### src/rtl/cfg_cmd_pkg.sv
// Shared constants, state encoding and checksum helper for the configuration
// command master and its response serialiser.
package cfg_cmd_pkg;

  localparam logic [7:0] HDR0       = 8'hEB;
  localparam logic [7:0] HDR1       = 8'h90;

  localparam logic [7:0] CMD_WR     = 8'h01;
  localparam logic [7:0] CMD_RD     = 8'h02;
  localparam logic [7:0] CMD_WR_ACK = 8'h81;
  localparam logic [7:0] CMD_RD_RSP = 8'h82;
  localparam logic [7:0] CMD_RD_TMO = 8'h83;

  // Header (2) + CMD (1) + ADDR (2) + DATA (4) + CHK (1)
  localparam int unsigned FRAME_LEN = 10;
  // Bytes following the header: CMD through CHK
  localparam int unsigned BODY_LEN  = 8;

  typedef enum logic [2:0] {
    ST_HUNT0,
    ST_HUNT1,
    ST_BODY,
    ST_CHECK,
    ST_ISSUE,
    ST_WAIT_RD,
    ST_RESP
  } state_t;

  // 8-bit wrapping sum of CMD, ADDR and DATA bytes
  function automatic logic [7:0] frame_chk(input logic [7:0]  cmd,
                                           input logic [15:0] addr,
                                           input logic [31:0] data);
    return cmd + addr[15:8] + addr[7:0] +
           data[31:24] + data[23:16] + data[15:8] + data[7:0];
  endfunction

endpackage

### src/rtl/cfg_cmd_master_if.sv
// Byte-stream, register-bus and status signals of cfg_cmd_master.
// master: the command master's view; slave: the surrounding system's view.
interface cfg_cmd_master_if;

  logic [7:0]  rx_data;
  logic        rx_valid;
  logic        rx_ready;

  logic [7:0]  tx_data;
  logic        tx_valid;
  logic        tx_ready;

  logic        inter_cfg_wr_en;
  logic        inter_cfg_rd_en;
  logic [15:0] inter_cfg_addr;
  logic [31:0] inter_cfg_wr_data;
  logic [31:0] inter_cfg_rd_data;
  logic        inter_cfg_rd_data_valid;

  logic [15:0] frame_err_cnt;
  logic        busy;

  modport master (
    input  rx_data, rx_valid, tx_ready, inter_cfg_rd_data, inter_cfg_rd_data_valid,
    output rx_ready, tx_data, tx_valid, inter_cfg_wr_en, inter_cfg_rd_en,
           inter_cfg_addr, inter_cfg_wr_data, frame_err_cnt, busy
  );

  modport slave (
    output rx_data, rx_valid, tx_ready, inter_cfg_rd_data, inter_cfg_rd_data_valid,
    input  rx_ready, tx_data, tx_valid, inter_cfg_wr_en, inter_cfg_rd_en,
           inter_cfg_addr, inter_cfg_wr_data, frame_err_cnt, busy
  );

endinterface

### src/rtl/cfg_resp_ser.sv
// Response frame serialiser: latches CMD/ADDR/DATA on i_load, computes the
// checksum and emits the 10-byte frame under the valid/ready handshake.
module cfg_resp_ser
  import cfg_cmd_pkg::*;
(
  input  logic        clk_sys,
  input  logic        rst_n,
  input  logic        i_load,
  input  logic [7:0]  i_cmd,
  input  logic [15:0] i_addr,
  input  logic [31:0] i_data,
  input  logic        i_tx_ready,
  output logic [7:0]  o_tx_data,
  output logic        o_tx_valid,
  output logic        o_done
);

  localparam logic [3:0] LAST_IDX = 4'(FRAME_LEN - 1);

  logic [7:0]  r_cmd;
  logic [15:0] r_addr;
  logic [31:0] r_data;
  logic [7:0]  r_chk;
  logic [3:0]  r_idx;
  logic        r_valid;
  logic [7:0]  w_byte;

  // Frame registers and byte index; index only advances on a transfer
  always_ff @(posedge clk_sys or negedge rst_n) begin
    if (!rst_n) begin
      r_cmd   <= '0;
      r_addr  <= '0;
      r_data  <= '0;
      r_chk   <= '0;
      r_idx   <= '0;
      r_valid <= 1'b0;
    end else if (i_load) begin
      r_cmd   <= i_cmd;
      r_addr  <= i_addr;
      r_data  <= i_data;
      r_chk   <= frame_chk(i_cmd, i_addr, i_data);
      r_idx   <= '0;
      r_valid <= 1'b1;
    end else if (r_valid && i_tx_ready) begin
      if (r_idx == LAST_IDX) begin
        r_idx   <= '0;
        r_valid <= 1'b0;
      end else begin
        r_idx   <= r_idx + 4'd1;
      end
    end
  end

  // Byte selection for the current frame position
  always_comb begin
    w_byte = '0;
    case (r_idx)
      4'd0:    w_byte = HDR0;
      4'd1:    w_byte = HDR1;
      4'd2:    w_byte = r_cmd;
      4'd3:    w_byte = r_addr[15:8];
      4'd4:    w_byte = r_addr[7:0];
      4'd5:    w_byte = r_data[31:24];
      4'd6:    w_byte = r_data[23:16];
      4'd7:    w_byte = r_data[15:8];
      4'd8:    w_byte = r_data[7:0];
      4'd9:    w_byte = r_chk;
      default: w_byte = '0;
    endcase
  end

  assign o_tx_data  = r_valid ? w_byte : '0;
  assign o_tx_valid = r_valid;
  assign o_done     = r_valid && i_tx_ready && (r_idx == LAST_IDX);

endmodule

### src/rtl/cfg_cmd_master.sv
// Configuration command master: parses request frames from the receive byte
// stream, issues single-cycle register accesses and returns ack/response
// frames on the transmit byte stream.
module cfg_cmd_master
  import cfg_cmd_pkg::*;
#(
  parameter              U_DLY        = 1,
  parameter logic [15:0] BYTE_TIMEOUT = 16'd50000,
  parameter logic [7:0]  RD_TIMEOUT   = 8'd16
)(
  input  logic              clk_sys,
  input  logic              rst_n,
  cfg_cmd_master_if.master  bus
);

  // U_DLY is kept so existing instantiations still elaborate; registered
  // updates here carry no delay.
  if (U_DLY < 0) begin : g_u_dly_range
  end

  state_t      r_state;
  state_t      w_state_nxt;

  logic [2:0]  r_body_cnt;
  logic [55:0] r_body;        // {CMD, ADDR, DATA} in arrival order
  logic [7:0]  r_chk_rx;
  logic [7:0]  r_sum;
  logic [15:0] r_gap;
  logic [7:0]  r_rd_cnt;

  logic        r_wr_en;
  logic        r_rd_en;
  logic [15:0] r_cfg_addr;
  logic [31:0] r_cfg_wdata;
  logic [15:0] r_err_cnt;

  logic        w_rx_ready;
  logic        w_rx_fire;
  logic        w_gap_expired;
  logic        w_rd_expired;
  logic        w_cmd_known;
  logic        w_frame_ok;
  logic        w_load;
  logic [7:0]  w_resp_cmd;
  logic [31:0] w_resp_data;
  logic        w_ser_done;
  logic [7:0]  w_tx_data;
  logic        w_tx_valid;

  assign w_rx_ready    = (r_state == ST_HUNT0) || (r_state == ST_HUNT1) ||
                         (r_state == ST_BODY);
  assign w_rx_fire     = bus.rx_valid && w_rx_ready;
  assign w_gap_expired = (r_gap == (BYTE_TIMEOUT - 16'd1));
  assign w_rd_expired  = (r_rd_cnt == (RD_TIMEOUT - 8'd1));
  assign w_cmd_known   = (r_body[55:48] == CMD_WR) || (r_body[55:48] == CMD_RD);
  assign w_frame_ok    = (r_sum == r_chk_rx) && w_cmd_known;

  // State register
  always_ff @(posedge clk_sys or negedge rst_n) begin
    if (!rst_n) r_state <= ST_HUNT0;
    else        r_state <= w_state_nxt;
  end

  // Next state and response-load control
  always_comb begin
    w_state_nxt = r_state;
    w_load      = 1'b0;
    w_resp_cmd  = CMD_WR_ACK;
    w_resp_data = r_cfg_wdata;
    case (r_state)
      ST_HUNT0: begin
        if (w_rx_fire && bus.rx_data == HDR0) w_state_nxt = ST_HUNT1;
      end
      ST_HUNT1: begin
        if (w_rx_fire) begin
          if (bus.rx_data == HDR1)      w_state_nxt = ST_BODY;
          else if (bus.rx_data == HDR0) w_state_nxt = ST_HUNT1;
          else                          w_state_nxt = ST_HUNT0;
        end else if (w_gap_expired) begin
          w_state_nxt = ST_HUNT0;
        end
      end
      ST_BODY: begin
        if (w_rx_fire) begin
          if (r_body_cnt == 3'(BODY_LEN - 1)) w_state_nxt = ST_CHECK;
        end else if (w_gap_expired) begin
          w_state_nxt = ST_HUNT0;
        end
      end
      ST_CHECK: begin
        w_state_nxt = w_frame_ok ? ST_ISSUE : ST_HUNT0;
      end
      ST_ISSUE: begin
        if (r_body[55:48] == CMD_WR) begin
          w_state_nxt = ST_RESP;
          w_load      = 1'b1;
        end else begin
          w_state_nxt = ST_WAIT_RD;
        end
      end
      ST_WAIT_RD: begin
        if (bus.inter_cfg_rd_data_valid) begin
          w_state_nxt = ST_RESP;
          w_load      = 1'b1;
          w_resp_cmd  = CMD_RD_RSP;
          w_resp_data = bus.inter_cfg_rd_data;
        end else if (w_rd_expired) begin
          w_state_nxt = ST_RESP;
          w_load      = 1'b1;
          w_resp_cmd  = CMD_RD_TMO;
          w_resp_data = '0;
        end
      end
      ST_RESP: begin
        if (w_ser_done) w_state_nxt = ST_HUNT0;
      end
      default: w_state_nxt = ST_HUNT0;
    endcase
  end

  // Receive-side datapath: inter-byte gap timer, body shift and checksum
  always_ff @(posedge clk_sys or negedge rst_n) begin
    if (!rst_n) begin
      r_gap      <= '0;
      r_body_cnt <= '0;
      r_body     <= '0;
      r_chk_rx   <= '0;
      r_sum      <= '0;
    end else begin
      if ((r_state == ST_HUNT1 || r_state == ST_BODY) && !w_rx_fire)
        r_gap <= r_gap + 16'd1;
      else
        r_gap <= '0;

      if (r_state == ST_HUNT1 && w_rx_fire && bus.rx_data == HDR1) begin
        r_body_cnt <= '0;
        r_sum      <= '0;
      end else if (r_state == ST_BODY && w_rx_fire) begin
        r_body_cnt <= r_body_cnt + 3'd1;
        if (r_body_cnt == 3'(BODY_LEN - 1)) begin
          r_chk_rx <= bus.rx_data;
        end else begin
          r_body <= {r_body[47:0], bus.rx_data};
          r_sum  <= r_sum + bus.rx_data;
        end
      end
    end
  end

  // Bus access: strobes registered on leaving CHECK so they cover ISSUE
  always_ff @(posedge clk_sys or negedge rst_n) begin
    if (!rst_n) begin
      r_wr_en     <= 1'b0;
      r_rd_en     <= 1'b0;
      r_cfg_addr  <= '0;
      r_cfg_wdata <= '0;
      r_err_cnt   <= '0;
    end else begin
      r_wr_en <= 1'b0;
      r_rd_en <= 1'b0;
      if (r_state == ST_CHECK) begin
        if (w_frame_ok) begin
          r_cfg_addr  <= r_body[47:32];
          r_cfg_wdata <= r_body[31:0];
          r_wr_en     <= (r_body[55:48] == CMD_WR);
          r_rd_en     <= (r_body[55:48] == CMD_RD);
        end else if (r_err_cnt != 16'hFFFF) begin
          r_err_cnt <= r_err_cnt + 16'd1;
        end
      end
    end
  end

  // Read wait counter: counts cycles spent in WAIT_RD after the strobe
  always_ff @(posedge clk_sys or negedge rst_n) begin
    if (!rst_n)                    r_rd_cnt <= '0;
    else if (r_state == ST_WAIT_RD) r_rd_cnt <= r_rd_cnt + 8'd1;
    else                           r_rd_cnt <= '0;
  end

  cfg_resp_ser u_resp_ser (
    .clk_sys    (clk_sys),
    .rst_n      (rst_n),
    .i_load     (w_load),
    .i_cmd      (w_resp_cmd),
    .i_addr     (r_cfg_addr),
    .i_data     (w_resp_data),
    .i_tx_ready (bus.tx_ready),
    .o_tx_data  (w_tx_data),
    .o_tx_valid (w_tx_valid),
    .o_done     (w_ser_done)
  );

  assign bus.rx_ready          = w_rx_ready;
  assign bus.busy              = !w_rx_ready;
  assign bus.tx_data           = w_tx_data;
  assign bus.tx_valid          = w_tx_valid;
  assign bus.inter_cfg_wr_en   = r_wr_en;
  assign bus.inter_cfg_rd_en   = r_rd_en;
  assign bus.inter_cfg_addr    = r_cfg_addr;
  assign bus.inter_cfg_wr_data = r_cfg_wdata;
  assign bus.frame_err_cnt     = r_err_cnt;

endmodule

### src/flat_wrapper.sv
// flat-port wrapper written by rule: the top's interface ports become plain ports
module cfg_cmd_master_flat import cfg_cmd_pkg::*;
#(
  parameter              U_DLY        = 1,
  parameter logic [15:0] BYTE_TIMEOUT = 16'd50000,
  parameter logic [7:0]  RD_TIMEOUT   = 8'd16
)
  (clk_sys, rst_n, bus_rx_data, bus_rx_valid, bus_tx_ready, bus_inter_cfg_rd_data, bus_inter_cfg_rd_data_valid, bus_rx_ready, bus_tx_data, bus_tx_valid, bus_inter_cfg_wr_en, bus_inter_cfg_rd_en, bus_inter_cfg_addr, bus_inter_cfg_wr_data, bus_frame_err_cnt, bus_busy);
  cfg_cmd_master_if bus_i ();
  input  logic clk_sys;
  input  logic rst_n;
  input wire logic [$bits(bus_i.rx_data)-1:0] bus_rx_data;
  input wire logic [$bits(bus_i.rx_valid)-1:0] bus_rx_valid;
  input wire logic [$bits(bus_i.tx_ready)-1:0] bus_tx_ready;
  input wire logic [$bits(bus_i.inter_cfg_rd_data)-1:0] bus_inter_cfg_rd_data;
  input wire logic [$bits(bus_i.inter_cfg_rd_data_valid)-1:0] bus_inter_cfg_rd_data_valid;
  output wire logic [$bits(bus_i.rx_ready)-1:0] bus_rx_ready;
  output wire logic [$bits(bus_i.tx_data)-1:0] bus_tx_data;
  output wire logic [$bits(bus_i.tx_valid)-1:0] bus_tx_valid;
  output wire logic [$bits(bus_i.inter_cfg_wr_en)-1:0] bus_inter_cfg_wr_en;
  output wire logic [$bits(bus_i.inter_cfg_rd_en)-1:0] bus_inter_cfg_rd_en;
  output wire logic [$bits(bus_i.inter_cfg_addr)-1:0] bus_inter_cfg_addr;
  output wire logic [$bits(bus_i.inter_cfg_wr_data)-1:0] bus_inter_cfg_wr_data;
  output wire logic [$bits(bus_i.frame_err_cnt)-1:0] bus_frame_err_cnt;
  output wire logic [$bits(bus_i.busy)-1:0] bus_busy;
  assign bus_i.rx_data = bus_rx_data;
  assign bus_i.rx_valid = bus_rx_valid;
  assign bus_i.tx_ready = bus_tx_ready;
  assign bus_i.inter_cfg_rd_data = bus_inter_cfg_rd_data;
  assign bus_i.inter_cfg_rd_data_valid = bus_inter_cfg_rd_data_valid;
  assign bus_rx_ready = bus_i.rx_ready;
  assign bus_tx_data = bus_i.tx_data;
  assign bus_tx_valid = bus_i.tx_valid;
  assign bus_inter_cfg_wr_en = bus_i.inter_cfg_wr_en;
  assign bus_inter_cfg_rd_en = bus_i.inter_cfg_rd_en;
  assign bus_inter_cfg_addr = bus_i.inter_cfg_addr;
  assign bus_inter_cfg_wr_data = bus_i.inter_cfg_wr_data;
  assign bus_frame_err_cnt = bus_i.frame_err_cnt;
  assign bus_busy = bus_i.busy;
  cfg_cmd_master #(.U_DLY(U_DLY), .BYTE_TIMEOUT(BYTE_TIMEOUT), .RD_TIMEOUT(RD_TIMEOUT)) u_core (.clk_sys(clk_sys), .rst_n(rst_n), .bus(bus_i));
endmodule
### config.mk
export PLATFORM = sky130hd
export DESIGN_NAME = cfg_cmd_master_flat
export DESIGN_NICKNAME = d
export VERILOG_FILES = /design/src/rtl/cfg_cmd_pkg.sv /design/src/rtl/cfg_cmd_master_if.sv /design/src/rtl/cfg_resp_ser.sv /design/src/rtl/cfg_cmd_master.sv /design/src/flat_wrapper.sv
export SDC_FILE = /design/constraint.sdc
export NUM_CORES = 1
export LEC_CHECK = 0
export BUFFER_PORTS_ARGS = -buffer_cell sky130_fd_sc_hd__buf_2
export CAP_MARGIN = 20
export CORE_MARGIN = 10
export CORE_UTILIZATION = 50
export CTS_BUF_LIST = sky130_fd_sc_hd__clkbuf_4 sky130_fd_sc_hd__clkbuf_8
export DETAILED_ROUTE_END_ITERATION = 8
export GPL_ROUTABILITY_DRIVEN = 0
export PLACE_DENSITY = 0.69
export SYNTH_ARGS = -nofsm -noshare
export SYNTH_HDL_FRONTEND = slang
export SYNTH_SLANG_ARGS = --single-unit
### constraint.sdc
create_clock -name clk_sys -period 6.2 [get_ports clk_sys]
set_input_delay 0.62 -clock clk_sys [delete_from_list [all_inputs] [get_ports clk_sys]]
set_output_delay 0.62 -clock clk_sys [all_outputs]
set_load 0.03 [all_outputs]
# Word-level counts from Yosys, hierarchy flattened

Index checks and enable logic that the tools add are counted.

Bits of input ports: 45
Bits in registers: 237
Output and inout bits: 77
Word-level logic and storage cells: 131

Bitwise logic cells: 3
Mux-type cells: 42
Add/subtract/negate cells: 12
Reductions and logical operators: 27
Equal/unequal tests: 29

Operators with widths:

| cell                                                                  | number |
|---|---|
| 32-bit 2-to-1 mux                                                     | 3 |
| 8-bit one-hot mux with 10 select lines                                | 1 |
| 8-bit adder                                                           | 7 |
| 8-bit 2-to-1 mux                                                      | 7 |
| 3-bit 2-to-1 mux                                                      | 12 |
| 16-bit by 1-bit adder with 16-bit output, second input constant       | 2 |
| 3-bit one-hot mux with 7 select lines                                 | 1 |
| 16-bit equality test, second input constant                           | 1 |
| 4-bit by 3-bit equality test with 1-bit output, second input constant | 4 |
| 8-bit equality test, second input constant                            | 2 |
| 16-bit 2-to-1 mux                                                     | 1 |
| 16-bit inequality test, second input constant                         | 1 |
| 3-bit equality test, second input constant                            | 4 |
| 4-bit 2-to-1 mux                                                      | 3 |
| 1-bit 2-to-1 mux                                                      | 11 |
| 1-bit logical AND                                                     | 9 |
| 3-bit AND reduction                                                   | 3 |
| 8-bit by 1-bit adder with 8-bit output, second input constant         | 1 |
| 4-bit by 2-bit equality test with 1-bit output, second input constant | 2 |
| 4-bit equality test, second input constant                            | 2 |
| 8-bit by 1-bit equality test with 1-bit output, second input constant | 1 |
| 8-bit by 2-bit equality test with 1-bit output, second input constant | 1 |
| 8-bit by 4-bit equality test with 1-bit output, second input constant | 1 |
| 8-bit equality test                                                   | 1 |
| other kinds (18)                                                      | 32 |

# Logic depth before layout (Yosys ltp)

Gate-level depths: netlist of run 1.

Word-level depth: 10
Depth in mapped cells: 21
Gate-level depth less buffers: 20

# Cells and area by module

A second synthesis of run 1 with hierarchy kept.

Cell total of the unflattened synthesis: 1009
Area total of the unflattened synthesis: 12135.4 sq um

Modules (own cells, without submodules):

| module         | cells an instance | times used | area an instance (sq um) |
|---|---|---|---|
| cfg_cmd_master | 614               | 1          | 7692.4 |
| cfg_resp_ser   | 395               | 1          | 4443.0 |

# Least setup slack after synthesis of run 1

OpenSTA, ideal clock, no wires.

Path type: reg-to-reg
Start point: reg u_core.r_rd_cnt[0]
End point: reg u_core.u_resp_ser.r_chk[7]
Buffers on the path: 1
Arrival time: 4.934 ns
Cell stages (with the launch flop): 21
Setup time: 0.123 ns
Setup slack: 1.143 ns
Data required time: 6.077 ns
Cell sequence: dfrtp_1 -> ha_1 -> and3_1 -> a21o_1 -> nand3_2 -> clkbuf_1 -> a22o_1 -> fa_1 -> inv_1 -> fa_1 -> fa_1 -> inv_1 -> ha_1 -> ha_1 -> fa_1 -> a21o_1 -> a21oi_1 -> o21ai_0 -> xor2_1 -> xnor2_1 -> a21oi_1

Elaborated cells on any way between the ends: 16

RTL lines:

| element                                        | line                  | source |
|---|---|---|
| start: declaration                             | cfg_cmd_master.sv:29  | `logic [7:0] r_rd_cnt;` |
| start signal: assignment                       | cfg_cmd_master.sv:177 | `else if (r_state == ST_WAIT_RD) r_rd_cnt <= r_rd_cnt + 8'd1;` |
| 8-bit by 4-bit equality test with 1-bit output | cfg_cmd_master.sv:54  | `assign w_rd_expired = (r_rd_cnt == (RD_TIMEOUT - 8'd1));` |
| 32-bit 2-to-1 mux                              | cfg_cmd_master.sv:107 | `end else if (w_rd_expired) begin` |
| 32-bit 2-to-1 mux                              | cfg_cmd_master.sv:102 | `if (bus.inter_cfg_rd_data_valid) begin` |
| 32-bit 2-to-1 mux                              | cfg_cmd_master.sv:70  | `case (r_state)` |
| via u_core.u_resp_ser.i_data[9]                | cfg_resp_ser.sv:11    | `input logic [31:0] i_data,` |
| 8-bit adder (2 in series)                      | cfg_cmd_pkg.sv:34     | `data[31:24] + data[23:16] + data[15:8] + data[7:0];` |
| end signal: assignment                         | cfg_resp_ser.sv:41    | `r_chk <= frame_chk(i_cmd, i_addr, i_data);` |
| end: declaration                               | cfg_resp_ser.sv:23    | `logic [7:0] r_chk;` |

The timed path passes the listed nets, and every way through them passes these cells.
A chain may end at the register's enable or synchronous reset.

# Worst setup path in the final report of run 1

Start point: reg u_core.r_state[0]
End point: reg u_core.u_resp_ser.r_chk[7]

Elaborated cells on any way between the ends: 11

RTL lines:

| element                         | line                 | source |
|---|---|---|
| start: declaration              | cfg_cmd_master.sv:21 | `state_t r_state;` |
| start signal: assignment        | cfg_cmd_master.sv:61 | `else r_state <= w_state_nxt;` |
| 3-bit equality test             | cfg_cmd_master.sv:70 |  |
| 32-bit 2-to-1 mux               | cfg_cmd_master.sv:70 |  |
| via u_core.u_resp_ser.i_data[1] | cfg_resp_ser.sv:11   |  |
| 8-bit adder                     | cfg_cmd_pkg.sv:34    |  |

The timed path passes the listed nets, and every way through them passes these cells.

==> results of run 1 <==
==> logic make-up (layout without fill, tap and decap cells) <==
logic type	Yosys count	after routing
mux	105	105
compound gates	152	152
buf+inv	101	244
flops	232	232
fa+ha+maj	54	54
xor+xnor	62	62
simple gates	383	383
==> routing by layer <==
layer	share of wire, %	track usage [%]	vias up
li1	-	-	3937
met1	46	26.6	4181
met2	46	29.9	229
met3	5.6	3.70	50
met4	2.0	5.43	0
met5	0	0	-
==> state kept, by name, summed over array words and instances, names as in the netlist, 3 cells and up <==
register,flops
u_core.bus.frame_err_cnt,16
u_core.r_sum,8
u_core.u_resp_ser.r_data,32
u_core.r_body,56
u_core.r_gap,16
u_core.u_resp_ser.r_idx,4
u_core.r_state,3
u_core.u_resp_ser.r_addr,16
u_core.bus.inter_cfg_wr_data,32
u_core.r_body_cnt,3
u_core.u_resp_ser.r_cmd,3
u_core.r_chk_rx,8
u_core.u_resp_ser.r_chk,8
u_core.bus.inter_cfg_addr,16
u_core.r_rd_cnt,8
==> path summary, 6_finish.rpt <==
check                                  start  cells after the start  slack (ns)                          endpoint
max reg2reg                u_core.r_state[0]                     17        0.57        u_core.u_resp_ser.r_chk[7]
max in group asynchronous              rst_n                      2        4.71  u_core.bus.inter_cfg_wr_data[10]
min                                    rst_n                      1        0.11  u_core.bus.inter_cfg_wr_data[30]
min reg2reg                  u_core.r_gap[0]                      1        0.46                   u_core.r_gap[0]
min in group clk_sys          bus_rx_data[6]                      3        0.34                  u_core.r_body[6]
max                        u_core.r_state[0]                     17        0.57        u_core.u_resp_ser.r_chk[7]
==> layout by cell type, fill, tap and decap left out, types with 13 or more instances in the layout <==
cell type,Yosys,layout
dfrtp_1,232,232
nand2_1,215,215
buf_2,8,120
mux2_2,95,95
nor2_1,71,69
clkbuf_8,0,51
inv_1,44,44
a21oi_1,40,40
xor2_1,31,31
xnor2_1,30,30
fa_1,28,28
o21ai_0,27,27
ha_1,26,26
a22o_1,23,23
nand3_1,20,20
and3_1,14,14
a22oi_1,14,14
nand4_1,13,13
clkbuf_4,0,13
==> worst max-delay path, stage by stage, from the launching register on <==
cell     delay, ns
dfrtp_1       0.54
nor2b_1       0.46
nand3_2       0.47
a22o_1        0.43
fa_1          0.54
inv_1         0.05
fa_1          0.50
fa_1          0.54
inv_1         0.04
ha_1          0.27
ha_1          0.23
fa_1          0.41
a21o_1        0.17
a21oi_1       0.23
o21ai_0       0.15
xor2_1        0.19
xnor2_1       0.16
a21oi_1       0.08
==> cell type report <==
type	instances	area (um2)	share of cell area (%)
Timing Repair Buffer	131	691	5.18
Clock inverter	5	47.5	0.357
Multi-Input combinational cell	756	5420	40.7
Clock buffer	64	800	6.00
Tap cell	313	392	2.94
Sequential cell	232	5810	43.6
Inverter	44	165	1.24
==> through the flow <==
stage / setup WS (ns) / power, mW / instances / utilization, %
4_1_cts: 0.578 / 3.57 / 1544 / 58.3
5_1_grt: 0.159 / 3.71 / 1545 / 58.3
6_report: 0.568 / 3.55 / 1545 / 58.3
3_3_place_gp: 0.773 / 2.11 / 1475 / 54.6
2_1_floorplan: 1.14 / 1.95 / 1089 / -
3_5_place_dp: 0.647 / 2.12 / 1475 / 54.6
==> report_power, final <==
part	internal [mW]	switching, mW	total [mW]	leakage, nW
sequential	1.55	0.0866	1.64	3.19
combinational	0.149	0.314	0.463	3.26
clock	0.821	0.624	1.45	0.444
total	2.52	1.02	3.55	6.89
==> Yosys cell counts (all sizes together), types with 13 or more instances <==
library cell / instances
buf: 23
nand4: 13
and3: 14
clkbuf: 34
nor2: 71
a21oi: 49
nand2: 216
fa: 28
a22oi: 14
nand3: 21
xor2: 31
ha: 26
xnor2: 30
mux2: 96
a22o: 23
o21ai: 28
dfrtp: 232
inv: 44
==> impl_metrics.csv, run 1 <==
group,metric,value,unit
clocking,ctsResizeCount,0,
global_routing,grt_pass1_vias,8647,
worst_hold_path,hold_path.class,"in2async",
cells_and_area,final_cell_area,13300,um2
timing,finalClockSkew,0.0247,ns
clocking,hold_buffers,0,
route,drc,0,
global_routing,grt_pass1_wl,47.1,mm
yosys,synth_top_area_share,49.7,%
floorplan,die_x,173,um
global_routing,antenna_found_initial,0,
clocking,cts_buffer_depth,3,
route,wire_per_inst,18.6,um
clocking,clk-insertion-delay-late,0.56,ns
yosys,synthMuxAreaShare,10.2,%
floorplan,die_h,173,um
yosys,synth_ff_type,"dfrtp_1",
setup_path,end_kind,"flop",
yosys,synthAdderAreaFrac,7.58,%
yosys,synth_area_leaders,"dfrtp_1 (50%), mux2_2 (9.2%), nand2_1 (6.9%)",
timing,holdWs,0.107,ns
clocking,cts_tree,"built",
timing,slew_headroom,26.5,%
yosys,async_reset_ff_share,100,%
power,vdd_drop_max,0.151,mV
setup_path,start_kind,"flop",
clocking,numCtsBuffers,42,
cells_and_area,final_layout_size_suffix_gt1_share,25.9,%
power,p_per_area,266,nW/um2
route,vias,8397,
route,drt_iter0_drc,808,
timing,fin_crit,5.63,ns
yosys,synth_top_family_by_area,"simple AND/OR/NAND/NOR gates",
clocking,cts_max_level,2,
floorplan,ios,122,
cells_and_area,nNetsFinal,1306,
clocking,root_buffer,"clkbuf_8",
global_routing,grt_overflow,0,
timing,worst_pin_slew,1.10,ns
clocking,clk_pin_slew,0.06,ns
placement,hpwl,20.4,mm
yosys,syn_inst,1089,
cells_and_area,area_growth,14.1,%
yosys,seq_area_frac_synth,49.7,%
yosys,syn-num-nets,1188,
clocking,post_cts_buffers,0,
setup_path,worstPathArrival,6.03,ns
timing,fmax,0.178,GHz
route,drt_pass1_iterations,5,
floorplan,fp.coreArea,22800,um2
flow_run,cap_violations,0,
status,outcome,"finished, final reports clean",
floorplan,dieArea,29900,um2
power,leakagePower,6.89,nW
yosys,synth_compound_area_share,8.97,%
yosys,yosys.area.top_type,"dfrtp_1",
timing,finalHoldViolations,0,
timing,rsz0062_at_grt,"no",
cells_and_area,diodes,0,
setup_path,critPathRequiredTime,6.59,ns
yosys,post_synth.cell_area_avg,10.7,um2
timing,setup_viol,0,
placement,io_buffers,121,
floorplan,start_util,51.1,%
timing,setup_tns,0,ns
global_routing,grt.total_usage,19.1,%
timing,slew_viol_final,0,
yosys,ys_types,65,
yosys,ys_warn_count,0,
clocking,clkSinkCount,232,
route,viasPerCell,5.43,
setup_path,crit_type,"reg2reg",
floorplan,core.rowCount,55,
global_routing,grt_start_max_net_pins,96,
route,ant_nets,0,
timing,finalCritPeriodShare,90.8,%
route,routed_wl,28.7,mm
yosys,yosys.area_share.simple,14.7,%
cells_and_area,fillers,2024,
yosys,synth_seq_cells,232,
yosys,syn-cell-area,11700,um2
yosys,synth_xor_area_share,4.77,%
setup_path,critPathMaxFanout,19,
placement,placed_area,12500,um2
yosys,synth-edff-count,0,
Note: power is estimated with default switching activity, not from simulation.
==> inputs of run 2 (changes only) <==
- CTS_BUF_LIST: sky130_fd_sc_hd__clkbuf_4 sky130_fd_sc_hd__clkbuf_8 -> unset
==> impl_metrics.csv, run 2 (synthesis gave the netlist of run 1 again) <==
group,metric,value,unit
status,outcome,"finished, final reports clean",
clocking,numCtsBuffers,25,
timing,worst_pin_slew,1.08,ns
cells_and_area,area_growth,13.7,%
global_routing,grt_pass1_wl,47.0,mm
timing,slew_viol_final,0,
setup_path,path_cells,"nor2b_1 > nand3_2 > a22o_1 > fa_1 > inv_1 > fa_1 > fa_1 > inv_1 > ha_1 > ha_1 > fa_1 > a21o_1 > a21oi_1 > o21ai_0 > xor2_1 > xnor2_1 > a21oi_1",
power,internal_power,2.56,mW
clocking,cts_tree,"built",
setup_path,end_kind,"flop",
setup_path,worstPathArrival,6.02,ns
setup_path,cp_slowest_cell,"dfrtp_1",
placement,io_buffers,121,
timing,setup_viol,0,
clocking,root_buffer,"clkbuf_16",
route,wire_per_inst,19.0,um
timing,slew_headroom,27.8,%
clocking,cts_buffer_depth,3,
cells_and_area,regMostFlops,"u_core.r_body",
power,switchingPower,1.00,mW
setup_path,critPathRequiredTime,6.57,ns
route,drt_iter0_drc,785,
clocking,clk_pin_slew,0.06,ns
setup_path,start_kind,"flop",
timing,fin_crit,5.65,ns
setup_path,cp_common_cell,"fa_1",
route,ant_nets,0,
clocking,clk-insertion-delay-late,0.53,ns
power,leakagePower,6.85,nW
floorplan,die_x,173,um
cells_and_area,diodes,0,
global_routing,grt.total_usage,19.1,%
timing,setup_ws,0.552,ns
setup_path,r2r_cells,17,
cells_and_area,final_layout_size_suffix_gt1_share,23.8,%
placement,hpwl,20.4,mm
timing,setup_tns,0,ns
global_routing,antenna_found_initial,0,
cells_and_area,nNetsFinal,1289,
route,routed_wl,28.9,mm
route,drt_pass1_iterations,5,
setup_path,crit_type,"reg2reg",
floorplan,start_util,51.1,%
setup_path,max_stage_delay,0.54,ns
power,pwr-share-clk,41.0,%
power,p_per_area,268,nW/um2
clocking,post_cts_buffers,0,
route,viasPerCell,5.50,
floorplan,ios,122,
setup_path,critPathMaxFanout,19,
global_routing,grt_pass1_vias,8538,
floorplan,die_h,173,um
global_routing,grt_start_max_net_pins,96,
cells_and_area,largest_reg_flops,56,
clocking,clkSinkCount,232,
power,power_frac_seq,46.0,%
power,combPwrFrac,13.0,%
route,drc,0,
timing,finalCritPeriodShare,91.1,%
timing,fmax,0.177,GHz
power,vdd_drop_max,0.170,mV
power,sw_frac_of_total,28.2,%
cells_and_area,final_common_cell,"dfrtp_1",
route,vias,8361,
floorplan,fp.coreArea,22800,um2
cells_and_area,final_cell_mix,"dfrtp_1 (232), nand2_1 (215), buf_2 (120)",
placement,post-place-ws,0.647,ns
floorplan,dieArea,29900,um2
power,totalPowerFinal,3.57,mW
cells_and_area,fillers,2037,
clocking,cts_max_level,1,
timing,finalHoldViolations,0,
clocking,hold_buffers,0,
floorplan,core.rowCount,55,
timing,finalClockSkew,0.0169,ns
global_routing,grt_overflow,0,
timing,rsz0062_at_grt,"no",
worst_hold_path,hold_path.class,"in2async",
clocking,ctsResizeCount,0,
flow_run,cap_violations,0,
[run 2: changes by cell type in the layout (fill, tap and decap cells not counted)]
cell | before | now
clkbuf_1 | 0 | 8
clkinvlp_4 | 2 | 0
inv_8 | 1 | 0
clkbuf_16 | 0 | 25
clkinv_8 | 1 | 0
inv_16 | 0 | 1
clkbuf_8 | 51 | 2
inv_6 | 0 | 1
clkbuf_4 | 13 | 0
clkinv_2 | 1 | 6
bufinv_16 | 0 | 2
[run 2: path summary, 6_finish.rpt]
check	startpoint	endpoint	slack, ns
min reg2reg	u_core.r_gap[0]	u_core.r_gap[0]	0.46
min	rst_n	u_core.bus.inter_cfg_wr_data[30]	0.13
max reg2reg	u_core.r_state[0]	u_core.u_resp_ser.r_chk[7]	0.55
max	u_core.r_state[0]	u_core.u_resp_ser.r_chk[7]	0.55
min in group clk_sys	bus_rx_data[6]	u_core.r_body[6]	0.36
max in group asynchronous	rst_n	u_core.bus.inter_cfg_wr_data[10]	4.69
[run 2: final cells by class]
| type | count | area (um2) | share of cell area (%) |
|---|---|---|---|
| Timing Repair Buffer | 131 | 691 | 5.20 |
| Tap cell | 313 | 392 | 2.95 |
| Clock inverter | 10 | 119 | 0.895 |
| Inverter | 44 | 165 | 1.24 |
| Clock buffer | 35 | 683 | 5.14 |
| Multi-Input combinational cell | 756 | 5420 | 40.8 |
| Sequential cell | 232 | 5810 | 43.7 |
[run 2: per-stage QoR]
step	utilization [%]	hold WS, ns	std cells	area (um2)
after floorplan	-	0.324	1089	11700
after global placement	54.6	0.450	1475	12500
after detailed placement	54.6	0.455	1475	12500
after CTS	58.1	0.145	1520	13300
after global routing	58.1	0.165	1521	13300
final	58.1	0.126	1521	13300
[run 2: routing by layer]
metal  global-route usage (%)  part of all wire, %  wire length (um)
met2                     30.2                   47             13600
met3                     3.49                  5.8              1670
met5                        0                    0                 0
met4                     4.53                  1.9               561
met1                     26.7                   45             13100
[run 2: power groups by stage]
| stage | clock, mW | sequential, mW | combinational, mW |
|---|---|---|---|
| after global placement | 0 | 1.66 | 0.452 |
| after CTS | 1.49 | 1.64 | 0.459 |
| after detailed placement | 0 | 1.66 | 0.456 |
| final | 1.46 | 1.64 | 0.464 |
| after floorplan | 0 | 1.62 | 0.335 |
| after global routing | 1.56 | 1.64 | 0.512 |
[run 2: worst max-delay path: cells and delay by family (launching register included)]
family / cells / cell delay (ns)
AO/OA/AOI/OAI: 5 / 1.06
XOR/XNOR: 2 / 0.38
adder cells (fa/ha/maj): 6 / 2.49
buffers and inverters: 2 / 0.09
flip-flops: 1 / 0.54
AND/OR/NAND/NOR: 2 / 0.92
